**src/rtl/connect_pkg.sv**
```systemverilog
// Shared connect-suite helpers: width-generic saturating/wrapping adder and lane slicing.
package connect_pkg;

    localparam int unsigned MAX_W = 64;

    // Operands are zero-extended to MAX_W by the caller; only the low 'width' bits are meaningful.
    function automatic logic [MAX_W-1:0] sat_add(
        input logic [MAX_W-1:0] a,
        input logic [MAX_W-1:0] b,
        input logic             sat,
        input int unsigned      width
    );
        logic [MAX_W:0] w_sum;
        logic [MAX_W:0] w_mask;
        w_sum  = {1'b0, a} + {1'b0, b};
        w_mask = ({{MAX_W{1'b0}}, 1'b1} << width) - {{MAX_W{1'b0}}, 1'b1};
        if (sat && w_sum[width]) begin
            sat_add = w_mask[MAX_W-1:0];
        end else begin
            sat_add = w_sum[MAX_W-1:0] & w_mask[MAX_W-1:0];
        end
    endfunction

    function automatic int unsigned lane_lo(input int unsigned k, input int unsigned width);
        return k * width;
    endfunction

endpackage

```
**src/rtl/connect_crossing_stage.sv**
```systemverilog
// One crossing stage: token registers plus the acc + B[IDX] adder feeding them.
module connect_crossing_stage
    import connect_pkg::*;
#(
    parameter int unsigned WIDTH  = 8,
    parameter int unsigned STAGES = 4,
    parameter int unsigned IDX    = 0
) (
    input  logic                    clk,
    input  logic                    reset_n,
    input  logic                    i_flush,
    input  logic                    i_load,
    input  logic                    i_valid,
    input  logic [WIDTH-1:0]        i_a,
    input  logic [WIDTH-1:0]        i_acc,
    input  logic [STAGES*WIDTH-1:0] i_taps,
    input  logic [STAGES*WIDTH-1:0] i_b,
    input  logic                    i_sat,
    output logic                    o_valid,
    output logic [WIDTH-1:0]        o_a,
    output logic [WIDTH-1:0]        o_acc,
    output logic [STAGES*WIDTH-1:0] o_taps,
    output logic [STAGES*WIDTH-1:0] o_b,
    output logic                    o_sat
);

    localparam int unsigned LO = lane_lo(IDX, WIDTH);

    logic                    r_valid;
    logic [WIDTH-1:0]        r_a;
    logic [WIDTH-1:0]        r_acc;
    logic [STAGES*WIDTH-1:0] r_taps;
    logic [STAGES*WIDTH-1:0] r_b;
    logic                    r_sat;

    logic [WIDTH-1:0]        w_sum;
    logic [STAGES*WIDTH-1:0] w_taps;

    assign w_sum = WIDTH'(sat_add(MAX_W'(i_acc), MAX_W'(i_b[LO +: WIDTH]), i_sat, WIDTH));

    always_comb begin
        w_taps             = i_taps;
        w_taps[LO +: WIDTH] = w_sum;
    end

    always_ff @(posedge clk or negedge reset_n) begin
        if (!reset_n) begin
            r_valid <= 1'b0;
            r_a     <= '0;
            r_acc   <= '0;
            r_taps  <= '0;
            r_b     <= '0;
            r_sat   <= 1'b0;
        end else begin
            if (i_flush) begin
                r_valid <= 1'b0;
            end else if (i_load) begin
                r_valid <= i_valid;
            end
            // Data only moves with a real token so held outputs stay stable across bubbles.
            if (i_load && i_valid) begin
                r_a    <= i_a;
                r_acc  <= w_sum;
                r_taps <= w_taps;
                r_b    <= i_b;
                r_sat  <= i_sat;
            end
        end
    end

    assign o_valid = r_valid;
    assign o_a     = r_a;
    assign o_acc   = r_acc;
    assign o_taps  = r_taps;
    assign o_b     = r_b;
    assign o_sat   = r_sat;

endmodule

```
**src/rtl/connect_crossing_pipe.sv**
```systemverilog
// Pipelined chain of crossing stages with a combinational ready chain and occupancy count.
module connect_crossing_pipe
    import connect_pkg::*;
#(
    parameter int unsigned WIDTH  = 8,
    parameter int unsigned STAGES = 4,
    localparam int unsigned OCC_W = $clog2(STAGES + 1)
) (
    input  logic                    clk,
    input  logic                    reset_n,
    input  logic                    io_flush,
    input  logic                    io_in_valid,
    output logic                    io_in_ready,
    input  logic [WIDTH-1:0]        io_in_a,
    input  logic [STAGES*WIDTH-1:0] io_in_b,
    input  logic                    io_in_sat,
    output logic                    io_out_valid,
    input  logic                    io_out_ready,
    output logic [WIDTH-1:0]        io_out_a,
    output logic [WIDTH-1:0]        io_out_acc,
    output logic [STAGES*WIDTH-1:0] io_out_taps,
    output logic [OCC_W-1:0]        io_occupancy
);

    logic [STAGES-1:0]                   w_v;
    logic [STAGES-1:0][WIDTH-1:0]        w_a;
    logic [STAGES-1:0][WIDTH-1:0]        w_acc;
    logic [STAGES-1:0][STAGES*WIDTH-1:0] w_taps;
    logic [STAGES-1:0][STAGES*WIDTH-1:0] w_b;
    logic [STAGES-1:0]                   w_sat;
    logic [STAGES-1:0]                   w_adv;
    logic                                w_accept;
    logic [OCC_W-1:0]                    w_occ;
    logic                                w_unused;

    // Stage k may load if any stage at or below it is empty, or the sink is draining.
    for (genvar k = 0; k < STAGES; k++) begin : g_adv
        assign w_adv[k] = io_out_ready | ~(&w_v[STAGES-1:k]);
    end

    assign io_in_ready = w_adv[0] & ~io_flush & reset_n;
    assign w_accept    = io_in_valid & io_in_ready;

    for (genvar k = 0; k < STAGES; k++) begin : g_stage
        if (k == 0) begin : g_first
            connect_crossing_stage #(
                .WIDTH (WIDTH),
                .STAGES(STAGES),
                .IDX   (k)
            ) u_stage (
                .clk    (clk),
                .reset_n(reset_n),
                .i_flush(io_flush),
                .i_load (w_adv[k]),
                .i_valid(w_accept),
                .i_a    (io_in_a),
                .i_acc  (io_in_a),
                .i_taps ('0),
                .i_b    (io_in_b),
                .i_sat  (io_in_sat),
                .o_valid(w_v[k]),
                .o_a    (w_a[k]),
                .o_acc  (w_acc[k]),
                .o_taps (w_taps[k]),
                .o_b    (w_b[k]),
                .o_sat  (w_sat[k])
            );
        end else begin : g_next
            connect_crossing_stage #(
                .WIDTH (WIDTH),
                .STAGES(STAGES),
                .IDX   (k)
            ) u_stage (
                .clk    (clk),
                .reset_n(reset_n),
                .i_flush(io_flush),
                .i_load (w_adv[k]),
                .i_valid(w_v[k-1]),
                .i_a    (w_a[k-1]),
                .i_acc  (w_acc[k-1]),
                .i_taps (w_taps[k-1]),
                .i_b    (w_b[k-1]),
                .i_sat  (w_sat[k-1]),
                .o_valid(w_v[k]),
                .o_a    (w_a[k]),
                .o_acc  (w_acc[k]),
                .o_taps (w_taps[k]),
                .o_b    (w_b[k]),
                .o_sat  (w_sat[k])
            );
        end
    end

    always_comb begin
        w_occ = '0;
        for (int i = 0; i < STAGES; i++) begin
            w_occ = w_occ + OCC_W'(w_v[i]);
        end
    end

    assign io_occupancy = w_occ;
    assign io_out_valid = w_v[STAGES-1];
    assign io_out_a     = w_a[STAGES-1];
    assign io_out_acc   = w_acc[STAGES-1];
    assign io_out_taps  = w_taps[STAGES-1];

    // The last stage's addends and mode have no consumer.
    assign w_unused = ^{w_b[STAGES-1], w_sat[STAGES-1]};

endmodule
```
**config.mk**
```make
export PLATFORM = sky130hd
export DESIGN_NAME = connect_crossing_pipe
export DESIGN_NICKNAME = d
export VERILOG_FILES = /design/src/rtl/connect_pkg.sv /design/src/rtl/connect_crossing_stage.sv /design/src/rtl/connect_crossing_pipe.sv
export SDC_FILE = /design/constraint.sdc
export NUM_CORES = 1
export LEC_CHECK = 0
export ABC_CLOCK_PERIOD_IN_PS = 3400
export CORE_ASPECT_RATIO = 0.8
export CORE_MARGIN = 2
export CORE_UTILIZATION = 60
export DETAILED_ROUTE_END_ITERATION = 6
export GPL_TIMING_DRIVEN = 0
export HOLD_SLACK_MARGIN = 0.08
export MAX_ROUTING_LAYER = met4
export PLACE_DENSITY_LB_ADDON = 0.2
export SKIP_LAST_GASP = 1
export SLEW_MARGIN = 20
export SYNTH_ARGS = -nofsm -noshare
export SYNTH_HDL_FRONTEND = slang
export SYNTH_SLANG_ARGS = --single-unit
```
**constraint.sdc**
```tcl
create_clock -name clk -period 3.4 [get_ports clk]
set_clock_uncertainty 0.05 [all_clocks]
set_input_delay 0.85 -clock clk [delete_from_list [all_inputs] [get_ports clk]]
set_output_delay 0.85 -clock clk [all_outputs]
set_load 0.02 [all_outputs]
```
==> summary.md, run 1 <==
| Metric | Value |
|---|---|
| CTS clk-pin slew, worst paths | `approximately 0.06 ns` |
| Number of global-route vias before repair | `about 5700` |
| Hold Path Class | `input port to async pin` |
| Router iterations before antenna repair | `5` |
| Worst Max-Slew Pin Slew | `0.572 ns` |
| Cell Area, Synth | `about 0.0077 sq mm` |
| Minimum clock period | `3.32 ns` |
| First-pass GRT wire length | `between 20000 and 30000 microns` |
| Die Y | `about 110 microns` |
| Bufs on Longest Clock Path | `2` |
| Critical path class | `input port to output pin` |
| Sequential cell area fraction in the yosys report | `0.542` |
| Row count | `37` |
| Synth Warn # | `0` |
| IO Port Bufs | `98` |
| Leak Pwr | `around 0.0047 uW` |
| Highest clock rate | `between 0.3 and 0.4 GHz` |
| Area Growth Syn to Fin | `25.2%` |
| WL met2 | `roughly 8000 microns` |
| R2R Setup Slk | `approximately 0.9 ns` |
| FF+latch count, synth | `between 150 and 200` |
| Max-Cap Viols | `0` |
| H-tree depth | `4` |
| Vias | `between 5000 and 6000` |
| Synthesized instance count | `between 700 and 800` |
| Die X | `~130 microns` |
| Status | `finished, final reports clean` |
| Final WL | `17600 microns` |
| Initial core utilization | `0.608` |
| ANT cells | `0` |
| Worst r2r src | `g_stage[0].g_first.u_stage.o_acc[0]` |
| Top Metal Used | `met4` |
| Critical path endpoint | `io_in_ready` |
| Via density | `5.50` |
| Overflow left after global routing | `0` |
| Post-Syn Nets | `843` |
| Gr usage total | `0.279` |
| Slew Limit Fails | `0` |
| DRT met1 WL | `about 8200 microns` |
| Initial antenna violation count | `0` |
| Share of cells above drive strength 1 | `0.102` |
| Drt first-iter violations | `about 430` |
| Hold Worst Slack | `0.223 ns` |
| Cells after DPL | `a little over 1000` |
| Sink Count | `about 170` |
| Power Dens Cells | `~790 mW/mm^2` |
| Number of fill cells | `about 840` |
| Yosys cell types | `39` |
| Residual DRC count | `0` |
| Most frequent cells in the layout | `304 x nand2_1, 166 x dfrtp_1, 96 x clkdlybuf4s50_1` |
| CTS root buf | `clkbuf_16` |
| Startpoint Class | `input port` |
| FF-to-FF path depth | `7` |
| Commonest non-fill, non-tap cell in the layout | `nand2_1` |
| HPWL Detailed | `between 10000 and 15000 microns` |
| Unrepaired setup endpoints after global routing | `no` |
| Mean routed wirelength per cell | `around 17 microns` |
| Crit path max fanout | `7` |
| Setup tns final | `0 ns` |
| Finished Layout Cells | `1064` |
| Die Area | `about 0.014 sq mm` |
| Routed Antenna Nets | `0` |
| Final number of setup-violating endpoints | `0` |
| Crit path launch | `io_out_ready` |
| Placer congestion estimate | `around 0.93` |
| Total CTS buffers | `17` |
| Rel. slew slack | `0.616` |
| RR Endpoint | `g_stage[1].g_next.u_stage.o_acc[5]` |
| Worst EP arrival | `between 2 and 2.5 ns` |
| VDD IR max | `0.000511 V` |
| CTS Hold Buffers Added | `0` |
| Final Hold Viols | `0` |
| Total power draw | `7640 uW` |
| WP data required | `2.50 ns` |
| Post-Syn Area per Cell | `around 10 sq um` |
| CP Capture Type | `output pin` |
| CTS tree | `yes` |
| Insertion delay to the later sink of the worst-skew pair | `0.43 ns` |
| Detail Route met3 WL | `~1100 microns` |
| I/O pin total | `approximately 100` |
| Core area | `approximately 0.013 sq mm` |
| Fin nets | `between 900 and 1000` |
| Final period utilization | `0.977` |
| Largest net degree at the start of global routing | `between 80 and 90` |
-- sequential cells by signal (all words and copies together), names as in the netlist, 3 cells and up --
register and cells:
g_stage.g_first.u_stage.o_a 8, g_stage.g_first.u_stage.o_acc 8, g_stage.g_next.u_stage.o_a 24, g_stage.g_next.u_stage.o_b 24, g_stage.g_next.u_stage.o_acc 24, g_stage.g_first.u_stage.o_b 24
g_stage.g_next.u_stage.o_valid 3, g_stage.g_next.u_stage.o_taps 48
-- cells in the mapped netlist --
| master | count | area share |
|---|---|---|
| a21oi_1 | 21 | 0.014 |
| o21ai_1 | 1 | 0.00065 |
| o31ai_1 | 2 | 0.0019 |
| o21a_1 | 3 | 0.0029 |
| buf_12 | 2 | 0.0052 |
| nand3_1 | 1 | 0.00065 |
| a31oi_1 | 7 | 0.0057 |
| a41o_1 | 1 | 0.0013 |
| buf_8 | 2 | 0.0039 |
| buf_4 | 8 | 0.0078 |
| clkbuf_1 | 17 | 0.0083 |
| fa_1 | 5 | 0.013 |
| xnor2_1 | 17 | 0.019 |
| nor3b_1 | 1 | 0.00097 |
| and3b_1 | 1 | 0.0011 |
| mux2_4 | 28 | 0.055 |
| ha_1 | 35 | 0.057 |
| nor2_1 | 22 | 0.011 |
| o22a_1 | 22 | 0.025 |
| o211ai_1 | 4 | 0.0039 |
| nand2b_1 | 3 | 0.0024 |
| buf_1 | 1 | 0.00049 |
| xor2_1 | 7 | 0.0080 |
| nor3_1 | 4 | 0.0026 |
| nor4_1 | 3 | 0.0024 |
| nand2_1 | 304 | 0.15 |
| dfrtp_1 | 167 | 0.54 |
| a21oi_2 | 2 | 0.0023 |
| a21o_1 | 7 | 0.0068 |
| o2111ai_1 | 1 | 0.0011 |
| and2_4 | 1 | 0.0011 |
| buf_6 | 2 | 0.0029 |
| and2_1 | 1 | 0.00081 |
| a211oi_1 | 9 | 0.0088 |
| buf_2 | 5 | 0.0032 |
| o21ai_0 | 21 | 0.014 |
| o21bai_1 | 4 | 0.0039 |
| inv_1 | 10 | 0.0049 |
| mux2_2 | 5 | 0.0073 |
-- worst min path at each step --
stage | startpoint | end | slack [ns] | depth (start not counted)
2_1_floorplan | g_stage[0].g_first.u_stage.o_a[0] | g_stage[1].g_next.u_stage.o_a[0] | 0.38 | 2
3_3_place_gp | g_stage[2].g_next.u_stage.o_a[1] | g_stage[3].g_next.u_stage.o_a[1] | 0.40 | 2
3_5_place_dp | g_stage[1].g_next.u_stage.o_b[30] | g_stage[2].g_next.u_stage.o_b[30] | 0.40 | 2
4_1_cts | reset_n | g_stage[3].g_next.u_stage.o_a[4] | 0.31 | 1
5_1_grt | reset_n | g_stage[3].g_next.u_stage.o_acc[3] | 0.23 | 1
6_report | reset_n | g_stage[3].g_next.u_stage.o_acc[3] | 0.22 | 1
-- repair_timing --
item	4_1_cts	5_1_grt
endpoints found under the setup margin	2	1
resized for setup	3	1
cloned	1	1
buffers inserted	0	0
-- power by group --
part / switching [uW] / internal [uW]
registers: 449 / 2530
clock network: 760 / 1310
logic: 1290 / 1300
total: 2500 / 5140
-- cell type report --
cell class	instances	area [sq um]	area share
inverter	10	37.5	0.00389
tap	175	219	0.0227
sequential	167	4180	0.433
clock buffer	18	439	0.0455
timing repair buffer	101	1080	0.112
clock inverter	13	204	0.0211
multi-input combinational	543	3250	0.336
buffer	37	245	0.0254
-- cell families (layout without fill, tap and decap cells) --
| group | count (synthesis) | after routing | share of synthesized area |
|---|---|---|---|
| mux | 33 | 33 | 0.0618 |
| fa+ha+maj | 40 | 40 | 0.0698 |
| xor+xnor | 24 | 24 | 0.0273 |
| flops | 167 | 167 | 0.542 |
| compound gates | 105 | 105 | 0.0915 |
| buf+inv | 47 | 179 | 0.0367 |
| simple gates | 341 | 341 | 0.171 |
-- layer usage --
layer | track usage | vias up
li1 | - | 2756
met2 | 0.411 | 216
met4 | 0.0843 | 0
met3 | 0.0645 | 34
met1 | 0.392 | 2842
met5 | - | -
-- critical path: stages --
cell and delay, ns:
clkdlybuf4s50_1 0.47, and3b_1 0.18, buf_6 0.13, a21oi_2 0.16
clkdlybuf4s50_1 0.62
-- metrics by stage --
| stage | utilization | setup WS, ns | area (sq um) |
|---|---|---|---|
| after floorplan | - | 0.856 | 7710 |
| after global placement | 0.702 | -5.20 | 8910 |
| after detailed placement | 0.705 | -0.250 | 8940 |
| after CTS | 0.759 | 0.0401 | 9620 |
| after global routing | 0.761 | 0.00215 | 9660 |
| final | 0.761 | 0.0768 | 9660 |
Note: power is estimated with default switching activity, not from simulation.
==> run 2: changes to the inputs <==
Settings changed: CORE_UTILIZATION 60 to 50.
==> run 2 against run 1 <==
Effect of this change: worst hold slack improved by 0.16 ns; total power down 1.8%; register-to-register slack better by 0.06 ns; clock power shrank 5%; non-clock buffer count down 2; global-route usage is 4.7 points lower; flip-flop and latch count unchanged; fmax about the same; wire length down 2.3%; highest routed layer unchanged; core utilization is 12 points lower.
==> summary.md, run 2 (synthesized netlist as in run 1, its figures left out) <==
| Metric | Value |
|---|---|
| Die Y | `115 microns (+9.2%)` |
| Postcts setup bufs | `0 (unchanged)` |
| Largest net degree at the start of global routing | `87 (+3.6%)` |
| CTS tree | `yes` |
| IO Port Bufs | `98 (unchanged)` |
| Initial core utilization | `0.512 (-0.0960)` |
| Crit path max fanout | `7 (unchanged)` |
| Routed Antenna Nets | `0 (unchanged)` |
| Commonest non-fill, non-tap cell in the layout | `nand2_1` |
| Die Area | `0.0164 sq mm (+19%)` |
| Total power draw | `7510 uW (-1.8%)` |
| Area Growth Syn to Fin | `24.4%` |
| Leak Pwr | `0.00462 uW (-1.0%)` |
| Switching share of power | `0.333 (+0.00518)` |
| H-tree depth | `4 (unchanged)` |
| Final WL | `17200 microns (-2.3%)` |
| Reg power frac | `0.396 (+0.007)` |
| Bufs on Longest Clock Path | `2 (unchanged)` |
| Post-layout util | `0.637 (-0.124)` |
| Startpoint Class | `input port` |
| Highest clock rate | `0.301 GHz (about the same)` |
| Minimum clock period | `3.32 ns (+0.000396 ns)` |
| Max-Cap Viols | `0 (unchanged)` |
| Clock power frac | `0.262 (-0.009)` |
| NetSw | `2500 uW (-0.26%)` |
| WP data required | `2.50 ns (about the same)` |
| Initial antenna violation count | `0 (unchanged)` |
| Router iterations before antenna repair | `6 (+1)` |
| Insertion delay to the later sink of the worst-skew pair | `0.42 ns (about the same)` |
| Hold Path Class | `input port to async pin` |
| CTS root buf | `clkbuf_16` |
| Power Dens Cells | `782 mW/mm^2 (-1.2%)` |
| Final number of setup-violating endpoints | `0 (unchanged)` |
| I/O pin total | `99 (unchanged)` |
| Max FFs per register | `48 (unchanged)` |
| Residual DRC count | `0 (unchanged)` |
| CP Capture Type | `output pin` |
| Setup WS post-layout | `0.0764 ns (-0.000396 ns)` |
| Setup tns final | `0 ns (unchanged)` |
| First-pass GRT wire length | `28400 microns (-0.48%)` |
| Unrepaired setup endpoints after global routing | `no` |
| Place WS | `0.0882 ns (+0.338 ns)` |
| Slew Limit Fails | `0 (unchanged)` |
| Sink Count | `167 (unchanged)` |
| Critical path class | `input port to output pin` |
| Rel. slew slack | `0.522 (-0.0939)` |
| Row count | `40 (+8.1%)` |
| Via density | `5.14 (-6.5%)` |
| VDD IR max | `0.000397 V (-22%)` |
| Final period utilization | `0.978 (about the same)` |
| Placer congestion estimate | `0.846 (-9.4%)` |
| Final Hold Viols | `0 (unchanged)` |
| Gr usage total | `0.232 (-0.0474)` |
| Status | `finished, final reports clean` |
| Mean routed wirelength per cell | `15.7 microns (-5.3%)` |
| Number of fill cells | `1234 (+47%)` |
| Worst EP arrival | `2.42 ns (about the same)` |
| Most frequent cells in the layout | `304 x nand2_1, 166 x dfrtp_1, 95 x clkdlybuf4s50_1` |
| Total CTS buffers | `17 (unchanged)` |
| Fin nets | `961 (-0.21%)` |
| ANT cells | `0 (unchanged)` |
| Drt first-iter violations | `362 (-16%)` |
| CTS clk-pin slew, worst paths | `0.06 ns (about the same)` |
| Worst Max-Slew Pin Slew | `0.714 ns (+0.142 ns)` |
| CTS Hold Buffers Added | `0 (unchanged)` |
| Core area | `0.0151 sq mm (+19%)` |
| Die X | `143 microns (+9.3%)` |
| HPWL Detailed | `13000 microns (+4.5%)` |
| Number of global-route vias before repair | `5565 (-2.3%)` |
| Overflow left after global routing | `0 (unchanged)` |
| Vias | `5639 (-3.6%)` |
| Share of cells above drive strength 1 | `0.0981 (-0.00428)` |
| P_int | `5010 uW (-2.6%)` |
| Combinational share of power | `0.342 (+0.003)` |
-- run 2: final cells by class --
cell class | count | area [sq um] | area share
tap | 210 | 263 | 0.0274
sequential | 167 | 4180 | 0.436
timing repair buffer | 99 | 1010 | 0.106
multi-input combinational | 543 | 3250 | 0.339
buffer | 37 | 245 | 0.0256
clock buffer | 21 | 460 | 0.0480
inverter | 10 | 37.5 | 0.00391
clock inverter | 10 | 144 | 0.0150
-- run 2: timing repair --
action / CTS / global route
gates resized for setup: 2 / 1
setup endpoints to repair: 1 / 1
pin swaps: 0 / 0
-- run 2: routing by layer --
layer,track usage,vias to the layer above,part of all wire
li1,-,2758,-
met1,0.333,2729,0.51
met2,0.337,133,0.44
met3,0.0450,19,0.045
met4,0.0700,0,0.012
met5,-,-,0
-- run 2: power groups by stage --
| stage | clock [uW] | sequential, uW | combinational, uW |
|---|---|---|---|
| floorplan | 0 | 3030 | 1530 |
| global placement | 0 | 2980 | 2480 |
| detailed placement | 0 | 3000 | 2540 |
| CTS | 2000 | 2970 | 2570 |
| global route | 2090 | 3040 | 2820 |
| finish | 1970 | 2970 | 2570 |
-- run 2: metrics by stage --
step                      cell area (sq um)  hold slack, ns  instances
after global placement                 8950           0.406       1065
after CTS                              9590           0.399       1097
after global routing                   9590           0.426       1097
after floorplan                        7710           0.385        757
after detailed placement               8990           0.399       1066
final                                  9590           0.382       1097
-- run 2: final timing paths --
check	startpoint	endpoint	slack, ns	cells past startpoint
max	io_out_ready	io_in_ready	0.08	5
min	reset_n	g_stage[0].g_first.u_stage.o_b[22]	0.38	1
max reg2reg	g_stage[0].g_first.u_stage.o_b[8]	g_stage[1].g_next.u_stage.o_acc[7]	0.96	7
min reg2reg	g_stage[1].g_next.u_stage.o_taps[1]	g_stage[2].g_next.u_stage.o_taps[1]	0.41	2
max in group asynchronous	reset_n	g_stage[2].g_next.u_stage.o_a[7]	2.10	2
min in group clk	g_stage[1].g_next.u_stage.o_taps[1]	g_stage[2].g_next.u_stage.o_taps[1]	0.41	2
-- run 2: worst max-delay path, cell delays in order --
cell             delay (ns)
clkdlybuf4s50_1        0.46
and3b_1                0.18
buf_6                  0.13
a21oi_2                0.16
clkdlybuf4s50_1        0.63
==> run 3: changes to the inputs <==
Settings changed: CORE_ASPECT_RATIO 0.8 to 1.1, CORE_UTILIZATION 50 to 45.
==> run 3 against run 2 <==
Effect of this change: fmax rose by 0.50%; flip-flop and latch count did not move; global-route usage fell by 3.8 points; setup slack improved by 0.016 ns; sequential power barely moved; final cell count did not move; total power fell by 2.8%; combinational power fell by 4%.
==> summary.md, run 3 (synthesized netlist as in run 1, its figures left out) <==
| Metric | Value |
|---|---|
| ANT cells | `0 (unchanged)` |
| I/O pin total | `99 (unchanged)` |
| Leak Pwr | `0.00461 uW (-0.19%)` |
| DRT met1 WL | `7950 microns (-8.8%)` |
| Final Hold Viols | `0 (unchanged)` |
| CTS tree | `yes` |
| Area Growth Syn to Fin | `24.4% (about the same)` |
| Critical path class | `input port to output pin` |
| CTS clk-pin slew, worst paths | `0.06 ns (about the same)` |
| Top cell by count, worst path | `clkdlybuf4s50_1` |
| Number of global-route vias before repair | `5249 (-5.7%)` |
| Residual DRC count | `0 (unchanged)` |
| Die X | `129 microns (-9.8%)` |
| FF-to-FF path depth | `7 (unchanged)` |
| Slew Limit Fails | `0 (unchanged)` |
| First-pass GRT wire length | `26700 microns (-6.0%)` |
| Bufs on Longest Clock Path | `2 (unchanged)` |
| VDD IR max | `0.000423 V (+6.7%)` |
| WP data required | `2.50 ns (about the same)` |
| Initial core utilization | `0.456 (-0.0553)` |
| Minimum clock period | `3.31 ns (-0.0164 ns)` |
| Die Y | `141 microns (+23%)` |
| Highest clock rate | `0.302 GHz (+0.50%)` |
| Max FFs per register | `48 (unchanged)` |
| CP Capture Type | `output pin` |
| Worst Max-Slew Pin Slew | `0.553 ns (-0.161 ns)` |
| Total power draw | `7300 uW (-2.8%)` |
| Detail Route met3 WL | `550 microns (-29%)` |
| Most frequent cells in the layout | `304 x nand2_1, 166 x dfrtp_1, 96 x clkdlybuf4s50_1` |
| Critical Path Max Stage Delay | `0.62 ns (about the same)` |
| DP Area | `0.00901 sq mm (+0.28%)` |
| Worst r2r src | `g_stage[0].g_first.u_stage.o_b[8]` |
| H-tree depth | `4 (unchanged)` |
| Fin nets | `962 (+0.10%)` |
| Postcts setup bufs | `0 (unchanged)` |
| Drt first-iter violations | `342 (-5.5%)` |
| Core area | `0.0169 sq mm (+12%)` |
| Routed Antenna Nets | `0 (unchanged)` |
| Status | `finished, final reports clean` |
| Row count | `50 (+25%)` |
| WL met2 | `7320 microns (-2.3%)` |
| Commonest non-fill, non-tap cell in the layout | `nand2_1` |
| Share of cells above drive strength 1 | `0.0979 (-0.000221)` |
| Unrepaired setup endpoints after global routing | `no` |
| Sink Count | `167 (unchanged)` |
| Number of fill cells | `1505 (+22%)` |
| Mean routed wirelength per cell | `14.6 microns (-7.1%)` |
| Max-Cap Viols | `0 (unchanged)` |
| HPWL Detailed | `12100 microns (-7.0%)` |
| Power Dens Cells | `761 mW/mm^2 (-2.7%)` |
| CTS root buf | `clkbuf_16` |
| Top Metal Used | `met4` |
| Hold Path Class | `input port to async pin` |
| Startpoint Class | `input port` |
| Rel. slew slack | `0.629 (+0.107)` |
| Initial antenna violation count | `0 (unchanged)` |
| RR Endpoint | `g_stage[1].g_next.u_stage.o_acc[5]` |
| Gr usage total | `0.194 (-0.0381)` |
| Crit path cell chain | `clkdlybuf4s50_1 > and3b_1 > buf_6 > a21oi_2 > clkdlybuf4s50_1` |
| Final number of setup-violating endpoints | `0 (unchanged)` |
| Largest net degree at the start of global routing | `58 (-33%)` |
| Slowest CP cell | `clkdlybuf4s50_1` |
| FF/Latch Area | `0.00418 sq mm (unchanged)` |
| Area of the multi-input gates | `0.00325 sq mm (unchanged)` |
| Router iterations before antenna repair | `4 (-2)` |
| Fin area | `0.00959 sq mm (about the same)` |
| Crit path max fanout | `7 (unchanged)` |
| Placer congestion estimate | `0.904 (+6.8%)` |
| Die Area | `0.0182 sq mm (+11%)` |
| Insertion delay to the later sink of the worst-skew pair | `0.42 ns (about the same)` |
| Final WL | `16000 microns (-7.1%)` |
| Worst EP arrival | `2.41 ns (about the same)` |
| Via density | `4.93 (-4.1%)` |
| Total CTS buffers | `17 (unchanged)` |
| Final period utilization | `0.973 (-0.00484)` |
| Post-layout util | `0.568 (-0.0691)` |
| R2R Setup Slk | `1.00 ns (+0.04 ns)` |
| Vias | `5409 (-4.1%)` |
| CTS Hold Buffers Added | `0 (unchanged)` |
| IO Port Bufs | `98 (unchanged)` |
| Overflow left after global routing | `0 (unchanged)` |
==> run 3: changes by cell type in the layout (fill, tap and decap cells not counted), sizes merged <==
cell and change:
clkdlybuf4s50 +1, dlymetal6s2s -1, inv -3, buf +1, clkinvlp -2, clkinv +4, clkbuf +3, bufinv -1
==> run 3: power breakdown <==
group | internal, uW | switching [uW]
Combinational | 1280 | 1190
Sequential | 2530 | 415
Clock | 1140 | 742
Total | 4950 | 2350
==> run 3: worst max-delay path by stage <==
stage,startpoint,endpoint,slack [ns],cells past startpoint
floorplan,g_stage[3].g_next.u_stage.o_valid,io_occupancy[1],0.86,5
global placement,reset_n,io_in_ready,-5.61,4
detailed placement,io_out_ready,io_in_ready,0.08,5
CTS,io_out_ready,io_in_ready,0.08,5
global route,io_out_ready,io_in_ready,0.02,5
finish,io_out_ready,io_in_ready,0.09,5
==> run 3: area by class of cell <==
type | instances | area share
clock inverter | 8 | 0.0100
timing repair buffer | 100 | 0.108
buffer | 37 | 0.0256
sequential | 167 | 0.436
tap | 208 | 0.0271
clock buffer | 24 | 0.0502
inverter | 10 | 0.00391
multi-input combinational | 543 | 0.339
==> run 3: repair_timing <==
item,4_1_cts,5_1_grt
endpoints found under the setup margin,1,0
endpoints found under the hold margin,0,0
gates resized for setup,2,0
==> run 3: critical path, delay by kind of cell <==
family | cells | cell delay, ns
AND/OR/NAND/NOR | 1 | 0.18
AO/OA/AOI/OAI | 1 | 0.15
buffers and inverters | 3 | 1.22
==> run 3: stage by stage <==
| stage | instances | hold WS [ns] | worst slack, ns | TNS, ns |
|---|---|---|---|---|
| finish | 1097 | 0.289 | 0.0928 | 0 |
| detailed placement | 1065 | 0.401 | 0.0848 | 0 |
| floorplan | 757 | 0.385 | 0.856 | 0 |
| global route | 1097 | 0.308 | 0.0249 | 0 |
| global placement | 1063 | 0.401 | -5.61 | -1123.61 |
| CTS | 1097 | 0.301 | 0.0807 | 0 |
==> run 3: routing by layer <==
layer | up-vias | GRT usage
li1 | 2747 | -
met1 | 2551 | 0.272
met2 | 102 | 0.286
met3 | 9 | 0.0422
met4 | 0 | 0.0538
met5 | - | -
